### src/rtl/wildcard_priority_matcher.sv
// wildcard_priority_matcher
//   Classifies a valid/ready stream of WIDTH-bit words against a runtime
//   programmable table of NUM_PAT value/care patterns. The lowest-index
//   enabled matching entry wins. Each result is held in a one-deep output
//   register, and saturating hit/miss statistics are kept.
//
// Ports
//   clk, rst_n                  clock (rising edge), async active-low reset
//   cfg_we/idx/value/care/en    table entry write (idx >= NUM_PAT ignored)
//   in_valid/in_ready/in_data   input beat handshake and data
//   out_valid/out_ready         result handshake
//   out_hit/out_idx/out_multi   result fields: any match, lowest matching
//                               index (0 on miss), two or more matches
//   cnt_clr                     synchronous counter clear, beats increment
//   hit_cnt/miss_cnt            saturating statistics

// One table entry: its stored pattern plus the match compare.
module wildcard_priority_matcher_entry #(
  parameter int WIDTH = 4
) (
  input  logic             clk,
  input  logic             rst_n,
  input  logic             we,
  input  logic [WIDTH-1:0] wr_value,
  input  logic [WIDTH-1:0] wr_care,
  input  logic             wr_en,
  input  logic [WIDTH-1:0] data,
  output logic             match
);
  logic [WIDTH-1:0] value, care;
  logic             en;

  always_ff @(posedge clk or negedge rst_n) begin
    if (!rst_n) begin
      value <= '0;
      care  <= '0;
      en    <= 1'b0;
    end else if (we) begin
      value <= wr_value;
      care  <= wr_care;
      en    <= wr_en;
    end
  end

  // Wildcards come only from care; the compare is strictly 2-state.
  assign match = en && (((data ^ value) & care) == '0);
endmodule

module wildcard_priority_matcher #(
  parameter int WIDTH   = 4,
  parameter int NUM_PAT = 4,
  parameter int IDX_W   = $clog2(NUM_PAT),
  parameter int CNT_W   = 8
) (
  input  logic             clk,
  input  logic             rst_n,
  input  logic             cfg_we,
  input  logic [IDX_W-1:0] cfg_idx,
  input  logic [WIDTH-1:0] cfg_value,
  input  logic [WIDTH-1:0] cfg_care,
  input  logic             cfg_en,
  input  logic             in_valid,
  output logic             in_ready,
  input  logic [WIDTH-1:0] in_data,
  output logic             out_valid,
  input  logic             out_ready,
  output logic             out_hit,
  output logic [IDX_W-1:0] out_idx,
  output logic             out_multi,
  input  logic             cnt_clr,
  output logic [CNT_W-1:0] hit_cnt,
  output logic [CNT_W-1:0] miss_cnt
);
  typedef struct packed {
    logic             hit;
    logic [IDX_W-1:0] idx;
    logic             multi;
  } res_t;

  logic [NUM_PAT-1:0] match;
  res_t               res_n, res_q;
  logic               acc;

  // The table is compared combinationally against in_data, so a beat
  // accepted on the same edge as a cfg write still sees the old entry.
  for (genvar i = 0; i < NUM_PAT; i++) begin : g_ent
    localparam logic [IDX_W-1:0] ID = IDX_W'(i);
    wildcard_priority_matcher_entry #(.WIDTH(WIDTH)) u_ent (
      .clk      (clk),
      .rst_n    (rst_n),
      .we       (cfg_we && (cfg_idx == ID)),
      .wr_value (cfg_value),
      .wr_care  (cfg_care),
      .wr_en    (cfg_en),
      .data     (in_data),
      .match    (match[i])
    );
  end

  // Priority encode: first match sets hit/idx, any later match flags overlap.
  always_comb begin
    res_n = '0;
    for (int i = 0; i < NUM_PAT; i++) begin
      if (match[i]) begin
        if (!res_n.hit) begin
          res_n.hit = 1'b1;
          res_n.idx = IDX_W'(i);
        end else begin
          res_n.multi = 1'b1;
        end
      end
    end
  end

  // A draining result frees the register in the same cycle.
  assign in_ready = !out_valid || out_ready;
  assign acc      = in_valid && in_ready;

  always_ff @(posedge clk or negedge rst_n) begin
    if (!rst_n) begin
      out_valid <= 1'b0;
      res_q     <= '0;
    end else if (acc) begin
      out_valid <= 1'b1;
      res_q     <= res_n;
    end else if (out_ready) begin
      out_valid <= 1'b0;
    end
  end

  assign out_hit   = res_q.hit;
  assign out_idx   = res_q.idx;
  assign out_multi = res_q.multi;

  // Clear wins over a same-cycle increment.
  always_ff @(posedge clk or negedge rst_n) begin
    if (!rst_n) begin
      hit_cnt  <= '0;
      miss_cnt <= '0;
    end else if (cnt_clr) begin
      hit_cnt  <= '0;
      miss_cnt <= '0;
    end else if (acc) begin
      if (res_n.hit) begin
        if (hit_cnt != '1) hit_cnt <= hit_cnt + 1'b1;
      end else begin
        if (miss_cnt != '1) miss_cnt <= miss_cnt + 1'b1;
      end
    end
  end
endmodule

### config.mk
export PLATFORM = sky130hd
export DESIGN_NAME = wildcard_priority_matcher
export DESIGN_NICKNAME = d
export VERILOG_FILES = /design/src/rtl/wildcard_priority_matcher.sv
export SDC_FILE = /design/constraint.sdc
export NUM_CORES = 1
export LEC_CHECK = 0
export ABC_CLOCK_PERIOD_IN_PS = 3500
export BUFFER_PORTS_ARGS = -buffer_cell sky130_fd_sc_hd__clkbuf_2
export CAP_MARGIN = 10
export CORE_MARGIN = 2
export CORE_UTILIZATION = 35
export DETAILED_ROUTE_END_ITERATION = 6
export PLACE_DENSITY = 0.56
export SLEW_MARGIN = 20
export SYNTH_ARGS = -nofsm -noshare
export SYNTH_HDL_FRONTEND = slang
export SYNTH_SLANG_ARGS = --single-unit
### constraint.sdc
create_clock -name clk -period 3.5 [get_ports clk]
set_input_delay 1.05 -clock clk [delete_from_list [all_inputs] [get_ports clk]]
set_output_delay 1.05 -clock clk [all_outputs]
set_load 0.005 [all_outputs]
# Word-level counts from Yosys, hierarchy flattened
# Cells that the tools add are included.
[op_classes]
add_sub_neg = 2
n_eq_ne = 6
n_mux = 20
bitwise = 8
reduce_logical = 23
[op_table]
columns = ["operator", "n"]
rows = [
  ["8-bit 2-to-1 mux", 8],
  ["8-bit by 1-bit adder with 8-bit output (second input constant)", 2],
  ["4-bit bitwise AND", 4],
  ["4-bit zero test", 4],
  ["4-bit 2-to-1 mux", 4],
  ["8-bit != test (second input constant)", 2],
  ["4-bit XOR", 4],
  ["2-bit nonzero test", 5],
  ["1-bit logical AND", 9],
  ["2-bit 2-to-1 mux", 3],
  ["3-bit AND reduction", 2],
  ["1-bit 2-to-1 mux", 5],
  ["2-bit == test (second input constant)", 2],
  ["2-bit by 1-bit == test with 1-bit output (second input constant)", 1],
  ["2-bit zero test", 1],
  ["2-bit != test (second input constant)", 1],
  ["1-bit zero test", 1],
  ["1-bit logical OR", 1],
]
[totals]
regBits = 57
input_bits = 21
out_inout_bits = 22
elab_cells = 77

# Depth between registers and ports, before layout
[logic_depth]
ltp_word = 14
mapped_depth = 9
ltp_nobuf = 6

# By module
# Synthesis repeated with hierarchy kept, for this count alone.
[hier_totals]
hier_cells = 232
area_unflattened_um2 = 2737.6
[modules_own_cells]
columns = ["module", "n_inst", "cells_per_inst", "area_per_inst_um2", "seq_area_each_um2"]
rows = [
  ["wildcard_priority_matcher_entry", 4, 26, 386.6, 225.2],
  ["wildcard_priority_matcher", 1, 128, 1191.1, 525.5],
]

# Worst setup path after synthesis
# Ideal clock, no wire load.
[synth_path]
path_type = "in2reg"
from = "in in_data[0]"
to = "reg hit_cnt[2]"
setup_time_ns = 0.127
arrival_ns = 2.755
t_required_ns = 3.373
slack_ns = 0.618
path_stages = 9
path_buffers = 3
cell_sequence = "xor2_1 > a222oi_1 > and3_1 > buf_6 > or4_1 > buf_2 > buf_2 > nand3_1 > mux2_1"
[synth_between]
elab_chain_len = 10
elab_cells_between_ends = 22
cone_classes = "mux (4); bitwise (8); reduce/logical (10)"
[synth_rtl]
columns = ["item", "line", "text"]
rows = [
  ["from (decl)", "64", "input logic [WIDTH-1:0] in_data,"],
  ["4-bit XOR", "46", "assign match = en && (((data ^ value) & care) == '0);"],
  ["4-bit bitwise AND", "46", ""],
  ["4-bit zero test", "46", ""],
  ["1-bit logical AND", "46", ""],
  ["4-bit 2-to-1 mux (3 in a row)", "104", "if (match[i]) begin"],
  ["4-bit 2-to-1 mux *", "104", ""],
  ["2-bit nonzero test (no line) *", "-", ""],
  ["3-bit AND reduction (no line) *", "-", ""],
  ["to (signal assigned)", "145", "if (hit_cnt != '1) hit_cnt <= hit_cnt + 1'b1;"],
  ["to (decl)", "71", "output logic [CNT_W-1:0] hit_cnt,"],
]
# Mark *: on every way between the ends. The rest lies on a longest branch, timed or not.
# A chain may end at the register's enable or synchronous reset.

# Worst setup path in the final report
[layout_path]
from = "in in_data[2]"
to = "reg miss_cnt[3]"
[layout_between]
elab_chain_len = 10
elab_cells_between_ends = 22
cone_classes = "eq/ne (1); mux (4); bitwise (8); reduce/logical (9)"
[layout_rtl]
columns = ["item", "line", "text"]
rows = [
  ["4-bit XOR", "46", ""],
  ["4-bit bitwise AND", "46", ""],
  ["4-bit zero test", "46", ""],
  ["1-bit logical AND", "46", ""],
  ["4-bit 2-to-1 mux (3 in a row)", "104", ""],
  ["4-bit 2-to-1 mux *", "104", ""],
  ["2-bit != test (no line) *", "-", ""],
  ["3-bit AND reduction (no line) *", "-", ""],
  ["to (signal assigned)", "147", "if (miss_cnt != '1) miss_cnt <= miss_cnt + 1'b1;"],
  ["to (decl)", "72", "output logic [CNT_W-1:0] miss_cnt"],
]
# Marks and branches as above.

==> results.py <==
metrics = {
    "routing": {
        "via_per_inst": 5.033,
        "wire_per_inst_um": 14.95,
        "first_pass_iters": 4,
        "drc": 0,
        "ant_nets": 0,
        "vias": 1963,
        "totalWireLength_mm": 5.831,
        "drtIter0Drc": 64,
    },
    "grt": {
        "track_usage": 0.1486,
        "grt_pass1_wl_mm": 9.687,
        "grt_pass1_vias": 1883,
        "grt_overflow": 0,
        "grt_start_max_net_pins": 31,
        "antenna_found_initial": 0,
    },
    "setup_path": {
        "reg2reg_depth": 7,
        "required_ns": 3.75,
        "cp.arrival_ns": 3.05,
        "start_kind": "input pin",
        "path_class": "in2reg",
        "critPathMaxFanout": 10,
        "endpoint_kind": "flip-flop",
    },
    "synth": {
        "yosys_warnings": 0,
        "netlist_area_sq_mm": 0.002714,
        "synthDistinctLibCells": 37,
        "synthTopCellsByCount": "dfrtp_1 (57), mux2_2 (36), xor2_1 (16)",
        "synth-async-reset-ratio": 1.000,
        "syn_inst": 233,
        "syn_avg_cell_area_sq_um": 11.65,
        "synth.area.top_cells": "dfrtp_1 (53%), mux2_2 (15%), xor2_1 (5.2%), nand3_1 (1.8%), mux2_1 (1.7%)",
        "yosysMostFrequentCell": "dfrtp_1",
        "ys.flop_type": "dfrtp_1",
        "synth_top_area_frac": 0.5256,
        "ys_seq_elements": 57,
        "synth-edff-count": 0,
        "synthesis.nets": 256,
        "ys_seq_area_frac": 0.5256,
        "yosysTopAreaCell": "dfrtp_1",
    },
    "power": {
        "p_switching_uw": 519.7,
        "vdd_ir_drop_max_mv": 0.3387,
        "p_per_area_mw_per_mm2": 564.0,
        "p_seq_frac": 0.450,
        "sw_frac_of_total": 0.2816,
        "power_mw": 1.845,
        "p_leak_nw": 1.470,
        "p_comb_frac": 0.200,
        "p_int_mw": 1.326,
        "clkPwrFrac": 0.351,
    },
    "floorplanning": {
        "rows": 32,
        "die_w_um": 92.06,
        "die_h_um": 92.06,
        "dieArea_sq_mm": 0.008474,
        "pin_count": 43,
        "core_area_sq_mm": 0.007607,
        "start_util": 0.3567,
    },
    "placed_design": {
        "place.gp.congestion": 0.8331,
        "pre_cts_ws_ns": 0.3674,
        "dpl-instance-area_sq_mm": 0.003057,
        "dp.cells": 374,
        "port_buffers": 42,
        "dp_hpwl_mm": 4.167,
    },
    "sta": {
        "finalCritPeriodShare": 0.8003,
        "relSlewSlack": 0.4596,
        "fin_hold_ws_ns": 0.4904,
        "worst_slew_pin_slew_ns": 0.8106,
        "fmax_ghz": 0.3570,
        "setup_viol": 0,
        "finClkSkew_ns": 0.01336,
        "fin_ws_ns": 0.6990,
        "final_max_slew_viol_count": 0,
        "rsz0062_at_grt": "false",
        "hold_violations": 0,
        "period_needed_ns": 2.801,
        "tns_ns": 0,
    },
    "clock_tree": {
        "cts_tree": "yes",
        "clk_pin_slew_ns": 0.06,
        "ctsResizeCount": 0,
        "clock_sinks": 57,
        "cts_buffer_depth": 2,
        "post_cts_buffers": 0,
        "postCtsHoldBufs": 0,
        "htree_levels": 3,
        "clkLatencyLatePin_ns": 0.34,
        "cts-root-buf": "clkbuf_8",
        "cts_buffers": 9,
    },
    "worst_hold_path": {
        "hp-class": "reg2reg",
        "holdPathStages": 2,
    },
    "finish": {
        "post-route-util": 0.4301,
        "multi_input_area_sq_mm": 0.001236,
        "fin_nets": 306,
        "seqCellArea_sq_mm": 0.001426,
        "stdcell_area_sq_mm": 0.003272,
        "stdcell_count": 390,
        "drive_gt1_frac": 0.3542,
        "diodes": 0,
        "area_growth_pct": 20.56,
        "fillCellCount": 752,
    },
    "run": {
        "drv_cap": 0,
    },
    "run_status": {
        "status": "finished, final reports clean",
    },
}
power by group through the flow:
stage	clock network, mW	registers, mW	logic [mW]
global placement	0	0.842	0.368
CTS	0.666	0.831	0.375
detailed placement	0	0.842	0.374
global route	0.696	0.844	0.417
floorplan	0	0.824	0.243
finish	0.647	0.830	0.368
layout by cell type (no fill, tap or decap), types with 7 or more instances in the layout:
master / instances
buf_4: 7
o21ai_1: 7
xor2_1: 16
nor2_1: 10
nand3_1: 10
dfrtp_1: 57
clkbuf_8: 12
mux2_2: 36
a21oi_1: 7
clkbuf_2: 42
nand2_1: 12
worst paths after layout:
check                                        start                endpoint  slack (ns)
max                                     in_data[2]             miss_cnt[3]        0.70
min                                        out_hit                 out_hit        0.49
max reg2reg                g_ent[3].u_ent.value[2]             miss_cnt[3]        1.20
min reg2reg                                out_hit                 out_hit        0.49
max in group asynchronous                    rst_n  g_ent[2].u_ent.care[0]        1.99
min in group asynchronous                    rst_n               out_valid        0.78
metal layers:
metal  track usage  wire length [um]  vias up
met3       0.04930               327       10
met1        0.1998              2737      941
li1              -                 -      950
met5             0                 0        -
met4       0.04975               110        0
met2        0.2261              2655       62
final cells by class:
cell class,count,area share
repair buffers,49,0.08031
clock buffers,12,0.05048
multi-input cells,165,0.3778
flip-flops and latches,57,0.4359
clock inverters,4,0.01530
well taps,102,0.03901
inverters,1,0.001147
critical path, stage by stage:
cell      delay (ns)
clkbuf_2        0.15
xor2_1          0.20
a222oi_1        0.15
and3_1          0.24
or4_1           0.57
buf_4           0.20
or3_1           0.34
a21oi_1         0.16
registers in the layout, indices dropped and copies added (netlist names):
signal             count
out_valid              1
g_ent.u_ent.value     16
out_idx                2
out_multi              1
miss_cnt               8
g_ent.u_ent.care      16
g_ent.u_ent.en         4
out_hit                1
hit_cnt                8
cell families (layout without fill, tap and decap cells):
kind of cell	after synthesis	in the layout	share of synthesized area
xor gates and xnor gates	16	16	0.05164
DFF	57	57	0.5256
adders and majority gates	3	3	0.01291
and+or+nand+nor	76	76	0.1545
AOI/OAI and AO/OA	30	30	0.07054
buffers and inverters	11	66	0.01890
muxes	40	40	0.1660
Note: power is estimated with default switching activity, not from simulation.
